**src/rtl/rvv_backend_alu_rs.sv**
```systemverilog
// ALU reservation station: a DEPTH-entry circular FIFO with up to two in-order dispatch
// writes and one issue read per cycle. A sticky flag records any dispatch that was refused.
module rvv_backend_alu_rs #(
  parameter int DEPTH = 8,
  parameter int UOP_W = 64
) (
  input  logic             clk,
  input  logic             rst,
  input  logic             trap_flush,
  input  logic             push0,
  input  logic             push1,
  input  logic [UOP_W-1:0] uop0,
  input  logic [UOP_W-1:0] uop1,
  output logic             alu_uop_valid,
  output logic [UOP_W-1:0] alu_uop,
  input  logic             pop_rs,
  output logic             fifo_full,
  output logic             fifo_almost_full,
  output logic             fifo_empty,
  output logic             overflow_err
);

  localparam int PTR_W = $clog2(DEPTH);
  localparam int CNT_W = $clog2(DEPTH + 1);
  localparam logic [CNT_W-1:0] DEPTH_C = CNT_W'(DEPTH);
  localparam logic [PTR_W-1:0] LAST_C  = PTR_W'(DEPTH - 1);

  logic [UOP_W-1:0] mem [DEPTH];
  logic [PTR_W-1:0] wr_ptr;
  logic [PTR_W-1:0] rd_ptr;
  logic [CNT_W-1:0] count;

  logic [CNT_W-1:0] free;
  logic [PTR_W-1:0] wr_ptr_nx1;
  logic [PTR_W-1:0] wr_ptr_nx2;
  logic [PTR_W-1:0] rd_ptr_nx1;
  logic             pop_ok;
  logic             acc_one;
  logic             acc_two;
  logic             push_err;
  logic [CNT_W-1:0] n_push;

  // Explicit wrap so non-power-of-two depths never index past the last entry.
  function automatic logic [PTR_W-1:0] ptr_inc(input logic [PTR_W-1:0] p);
    if (p == LAST_C) return '0;
    else             return p + PTR_W'(1);
  endfunction

  always_comb begin
    free       = DEPTH_C - count;
    wr_ptr_nx1 = ptr_inc(wr_ptr);
    wr_ptr_nx2 = ptr_inc(wr_ptr_nx1);
    rd_ptr_nx1 = ptr_inc(rd_ptr);
    pop_ok     = pop_rs && (count != '0);
    // Space is judged on the registered count; a same-cycle pop never frees a slot.
    acc_one    = push0 && !push1 && (free >= CNT_W'(1));
    acc_two    = push0 && push1 && (free >= CNT_W'(2));
    push_err   = (push0 || push1) && !acc_one && !acc_two;
    n_push     = '0;
    if (acc_one) n_push = CNT_W'(1);
    if (acc_two) n_push = CNT_W'(2);
  end

  always_ff @(posedge clk) begin
    if (rst) begin
      wr_ptr       <= '0;
      rd_ptr       <= '0;
      count        <= '0;
      overflow_err <= 1'b0;
    end else if (trap_flush) begin
      wr_ptr <= '0;
      rd_ptr <= '0;
      count  <= '0;
    end else begin
      if (acc_one) wr_ptr <= wr_ptr_nx1;
      if (acc_two) wr_ptr <= wr_ptr_nx2;
      if (pop_ok)  rd_ptr <= rd_ptr_nx1;
      count <= count + n_push - CNT_W'(pop_ok);
      if (push_err) overflow_err <= 1'b1;
    end
  end

  always_ff @(posedge clk) begin
    if (!rst && !trap_flush) begin
      if (acc_one || acc_two) mem[wr_ptr]     <= uop0;
      if (acc_two)            mem[wr_ptr_nx1] <= uop1;
    end
  end

  assign alu_uop_valid    = (count != '0);
  assign alu_uop          = mem[rd_ptr];
  assign fifo_empty       = (count == '0);
  assign fifo_almost_full = (count >= DEPTH_C - CNT_W'(1));
  assign fifo_full        = (count == DEPTH_C);

endmodule

```
**config.mk**
```make
export PLATFORM = sky130hd
export DESIGN_NAME = rvv_backend_alu_rs
export DESIGN_NICKNAME = d
export VERILOG_FILES = /design/src/rtl/rvv_backend_alu_rs.sv
export SDC_FILE = /design/constraint.sdc
export NUM_CORES = 1
export LEC_CHECK = 0
export BUFFER_PORTS_ARGS = -buffer_cell sky130_fd_sc_hd__buf_2
export CORE_AREA = 4 4 265 267
export CTS_CLUSTER_SIZE = 30
export DETAILED_ROUTE_END_ITERATION = 7
export DIE_AREA = 0 0 269 271
export RECOVER_POWER = 25
export SLEW_MARGIN = 20
export SYNTH_ARGS = -nofsm -noshare
export SYNTH_HDL_FRONTEND = slang
export SYNTH_SLANG_ARGS = --single-unit
```
**constraint.sdc**
```tcl
create_clock -name clk -period 8 [get_ports clk]
set_input_delay 1.2 -clock clk [delete_from_list [all_inputs] [get_ports clk]]
set_output_delay 1.2 -clock clk [all_outputs]
set_load 0.03 [all_outputs]
```
Word level (Yosys, flattened, before mapping)
Memory sizes are Yosys's and may differ from the RTL's. A register that Yosys moved wholly into a read port is not among the register bits.
Cells that the tools add are included.
{ "totals": {"mem_count": 1, "elab_cells": 54, "ramBits": 512, "input_bits": 134, "out_inout_bits": 69, "register_bits": 11} }
{ "mem_list": {"columns": ["name", "words", "word_bits", "rd", "rd_ports_with_merged_regs", "wr", "line", "rtl"], "rows": [
  ["mem", 8, 64, 1, 1, 2, "28", "logic [UOP_W-1:0] mem [DEPTH];"]
]} }
{ "classes": {"n_reduce_logical": 20, "n_eq_ne": 4, "magnitude_cmp": 3, "mux": 15, "bitwise_logic": 1, "add_sub_neg": 6} }
{ "op_table": {"columns": ["operator", "count"], "rows": [
  ["2-to-1 mux 3 bit", 7],
  ["adder 3 x 1 -> 3 bit, second input constant", 3],
  ["== test 3 bit, second input constant", 3],
  ["logical AND 1 bit", 8],
  ["2-to-1 mux 1 bit", 7],
  ["zero test 1 bit", 5],
  ["adder 4 bit", 1],
  ["== test 4 bit, second input constant", 1],
  ["greater-or-equal comparator 4 x 1 -> 1 bit, second input constant", 1],
  ["greater-or-equal comparator 4 x 2 -> 1 bit, second input constant", 1],
  ["greater-or-equal comparator 4 x 3 -> 1 bit, second input constant", 1],
  ["zero test 4 bit", 1],
  ["2-to-1 mux 4 bit", 1],
  ["nonzero test 4 bit", 1],
  ["subtractor 4 x 1 -> 4 bit", 1],
  ["subtractor 4 bit, first input constant", 1],
  ["logical OR 1 bit", 2],
  ["AND reduction 2 bit", 1],
  ["nonzero test 2 bit", 1],
  ["OR reduction 2 bit", 1],
  ["inverter 1 bit", 1]
]} }

Logic depth before layout (Yosys ltp)
{ "depth": {"ltp_word": 7, "ltp_mapped": 13, "mapped_depth_nobuf": 12} }

Worst setup path before layout
No wires, ideal clock.
{ "synth_timing": {"kind": "in2reg", "start": "input trap_flush", "end": "memory mem[1][0] (enable)", "stages": 3, "n_path_buf": 0, "setup_ns": 0.581, "required_time_ns": 7.419, "arrival_time_ns": 6.451, "path_slack_ns": 0.967, "path_cell_list": "nor3b_1 o2111ai_1 o31ai_1"} }
{ "synth_lines": {"columns": ["element", "line", "rtl"], "rows": [
  ["from (decl)", "9", "input logic trap_flush,"],
  ["to (decl)", "28", null]
]} }

==> out/metrics.csv <==
stage;metric;value;unit
outcome;outcome;complete, but fails checks;
outcome;violations;max-capacitance violations, max-slew violations;
global_routing;grt_pass1_vias;15165;
worst_setup_path;rr_worst_depth;7;
clock_network;cts_resized;0;
clock_network;numCtsBuffers;56;
timing;worst_pin_slew;3.32;ns
place;routabilityCongestion;0.739;
power_and_ir_drop;power.share.clock;37.1;%
timing;min_period;5.75;ns
worst_setup_path;crit_required;8.34;ns
synth;syn_inst;1435;
worst_setup_path;crit_fanout;43;
routing;first_pass_iters;5;
clock_network;cts_sinks;526;
clock_network;cts_hold_buf;0;
routing;drt_iter0_drc;1106;
global_routing;grt_pass1_wl;99500;um
hold_path;hold_class;reg -> reg;
synth;synth.ff_latch_count;526;
global_routing;antenna_found_initial;18;
power_and_ir_drop;p_seq_share;47.0;%
clock_network;clock_latency;0.60;ns
global_routing;grtUsageTotal;18.2;%
finish;syn_to_final_growth;12.6;%
place;hpwl;38500;um
finish;stdcell_count;2565;
finish;nFillCells;5976;
clock_network;path_clk_slew;0.06;ns
clock_network;htreeDepth;2;
timing;fin_crit_sh;71.9;%
synth;ys_seq_area_share;58.3;%
power_and_ir_drop;p_per_area;222;mW/mm^2
timing;max_freq;174;MHz
power_and_ir_drop;leakagePower;10.2;nW
clock_network;clock_path_buffers;3;
synth;synth_top_area_cell;edfxtp_1;
timing;hold_viol_final;0;
place;port_buffers;202;
timing;finalSetupTns;0;ns
finish;drive_above_1_share;56.8;%
synth;synth_nets;1587;
floorplan;core-area;0.0681;sq mm
worst_setup_path;worstSetupPathType;reg -> reg;
global_routing;grt_max_degree;81;
power_and_ir_drop;intPower;0.00502;W
floorplan;start_util;39.5;%
power_and_ir_drop;p_sw;0.00171;W
routing;ant_nets;0;
worst_setup_path;worstPathArrival;6.09;ns
worst_setup_path;crit_path_end_kind;flip-flop;
routing;remaining_drc_errors;0;
synth;yosys_warnings;0;
hold_path;hold_depth;2;
place;dp.cells;2453;
synth;syn-cell-area;0.0269;sq mm
power_and_ir_drop;power_frac_comb;15.9;%
global_routing;overflow;0;
timing;fin_skew;0.0152;ns
timing;rsz0062_at_grt;no;
floorplan;rows;96;
clock_network;clock-root-buffer;clkbuf_16;
timing;setup_viol;0;
power_and_ir_drop;power;0.00673;W
clock_network;cts_tree;done;
floorplan;die_w;269;um
worst_setup_path;start_kind;flip-flop;
power_and_ir_drop;sw_frac_of_total;25.4;%
floorplan;die_h;271;um
routing;via_count;14086;
timing;final_max_slew_viol_count;223;
floorplan;die-area;0.0729;sq mm
synth;synth_top_cell_area_share;57.2;%
routing;drt_wl_total;66400;um
synth;synth.area.top_cells;edfxtp_1, mux2_2, mux4_2;
synth;yosys.cell_types.count;50;
synth;syn_avg_cell_area;18.7;sq um
power_and_ir_drop;max-vdd-ir-drop;0.152;mV
floorplan;num_io_pins;203;
timing;relSlewSlack;-121;%
routing;wl_per_cell;25.9;um
run;maxCapViolations;8;
finish;fin_nets;1782;
routing;routed_via_density;5.49;
clock_network;cts_setup_buffers;0;
kinds of logic after synthesis:
| logic type | after synthesis | synth area share [%] |
|---|---|---|
| multiplexers | 706 | 36.3 |
| flip-flops | 526 | 58.3 |
| buffers and inverters | 111 | 2.78 |
| AND/OR/NAND/NOR | 44 | 0.959 |
| AO/OA/AOI/OAI | 27 | 0.726 |
| adder cells (fa/ha/maj) | 18 | 0.866 |
| XOR/XNOR | 3 | 0.0978 |
power by group through the flow:
stage,registers [W],logic [W],clock network (W)
floorplan,0.00321,0.000799,0
global placement,0.00322,0.00110,0
detailed placement,0.00322,0.00112,0
CTS,0.00316,0.00112,0.00255
global route,0.00317,0.00117,0.00268
finish,0.00316,0.00107,0.00249
synthesized netlist by cell type, drive strengths merged:
library cell and count:
mux2 576, edfxtp 512, mux4 128, buf 74, clkbuf 19, inv 18
ha 17, dfxtp 14, nand2 12, nor2 6, a21oi 5, nand4 5
o21bai 5, and3 3, nand3 3, o21ai 3, a21boi 2, a31oi 2
and4 2, mux2i 2, nand2b 2, nor3b 2, o2111ai 2, o31ai 2
or3 2, xnor2 2, a211oi 1, a21o 1, a221oi 1, a2bb2oi 1
a311oi 1, and2 1, fa 1, nand3b 1, nor2b 1, nor3 1
nor4 1, o21ba 1, or2 1, or4 1, xor2 1
metrics by stage:
step                      util [%]  cell area [sq um]  hold slack [ns]  setup WS, ns
after floorplan                  -              26900            0.450         0.967
after global placement        42.1              28700            0.467          3.59
after detailed placement      42.1              28700            0.472          3.59
after CTS                     44.6              30400            0.481          3.56
after global routing          44.4              30300            0.506          1.93
final                         44.4              30300            0.477          2.25
layer usage:
| layer | GRT usage (%) | routed length (um) |
|---|---|---|
| met1 | 24.2 | 28700 |
| met2 | 30.7 | 32800 |
| met3 | 4.33 | 3880 |
| met4 | 3.21 | 899 |
| met5 | 0 | 119 |
layout by cell type (no fill, tap or decap), types with 11 or more instances in the layout:
cell,count
buf_2,196
dfxtp_1,11
inv_1,18
clkbuf_16,57
buf_4,19
mux2_2,444
nand2_1,12
ha_1,17
mux2_4,78
clkinv_1,18
clkbuf_1,25
mux2_1,54
edfxtp_1,512
mux4_2,128
critical path: stages (launching register included):
cell      delay (ns)
dfxtp_1         0.43
inv_1           0.09
ha_1            0.25
xor2_1          0.15
nand4_1         0.40
and3_1          1.19
clkbuf_1        2.42
mux2_2          0.49
state kept, by name (all words and copies together), names as in the netlist, named ones only:
| signal | count |
|---|---|
| mem | 512 |
| count | 4 |
| rd_ptr | 3 |
| wr_ptr | 3 |
| overflow_err | 1 |
path summary, 6_finish.rpt:
check,from,to,slack [ns]
setup reg to reg,count[0],mem[4][53],2.25
hold reg to reg,rd_ptr[2],flip-flop,0.48
setup / recovery,count[0],mem[4][53],2.25
hold / removal,rd_ptr[2],flip-flop,0.48
cell type report:
class / instances / area, sq um / area share [%]
repair buffers: 230 / 1230 / 4.08
diodes: 6 / 15.0 / 0.0496
well taps: 882 / 1100 / 3.65
clock inverters: 34 / 258 / 0.852
inverters: 18 / 67.6 / 0.223
clock buffers: 71 / 1480 / 4.89
multi-input cells: 798 / 10400 / 34.5
flip-flops and latches: 526 / 15700 / 51.8
Power figures use the tool's default switching activity.
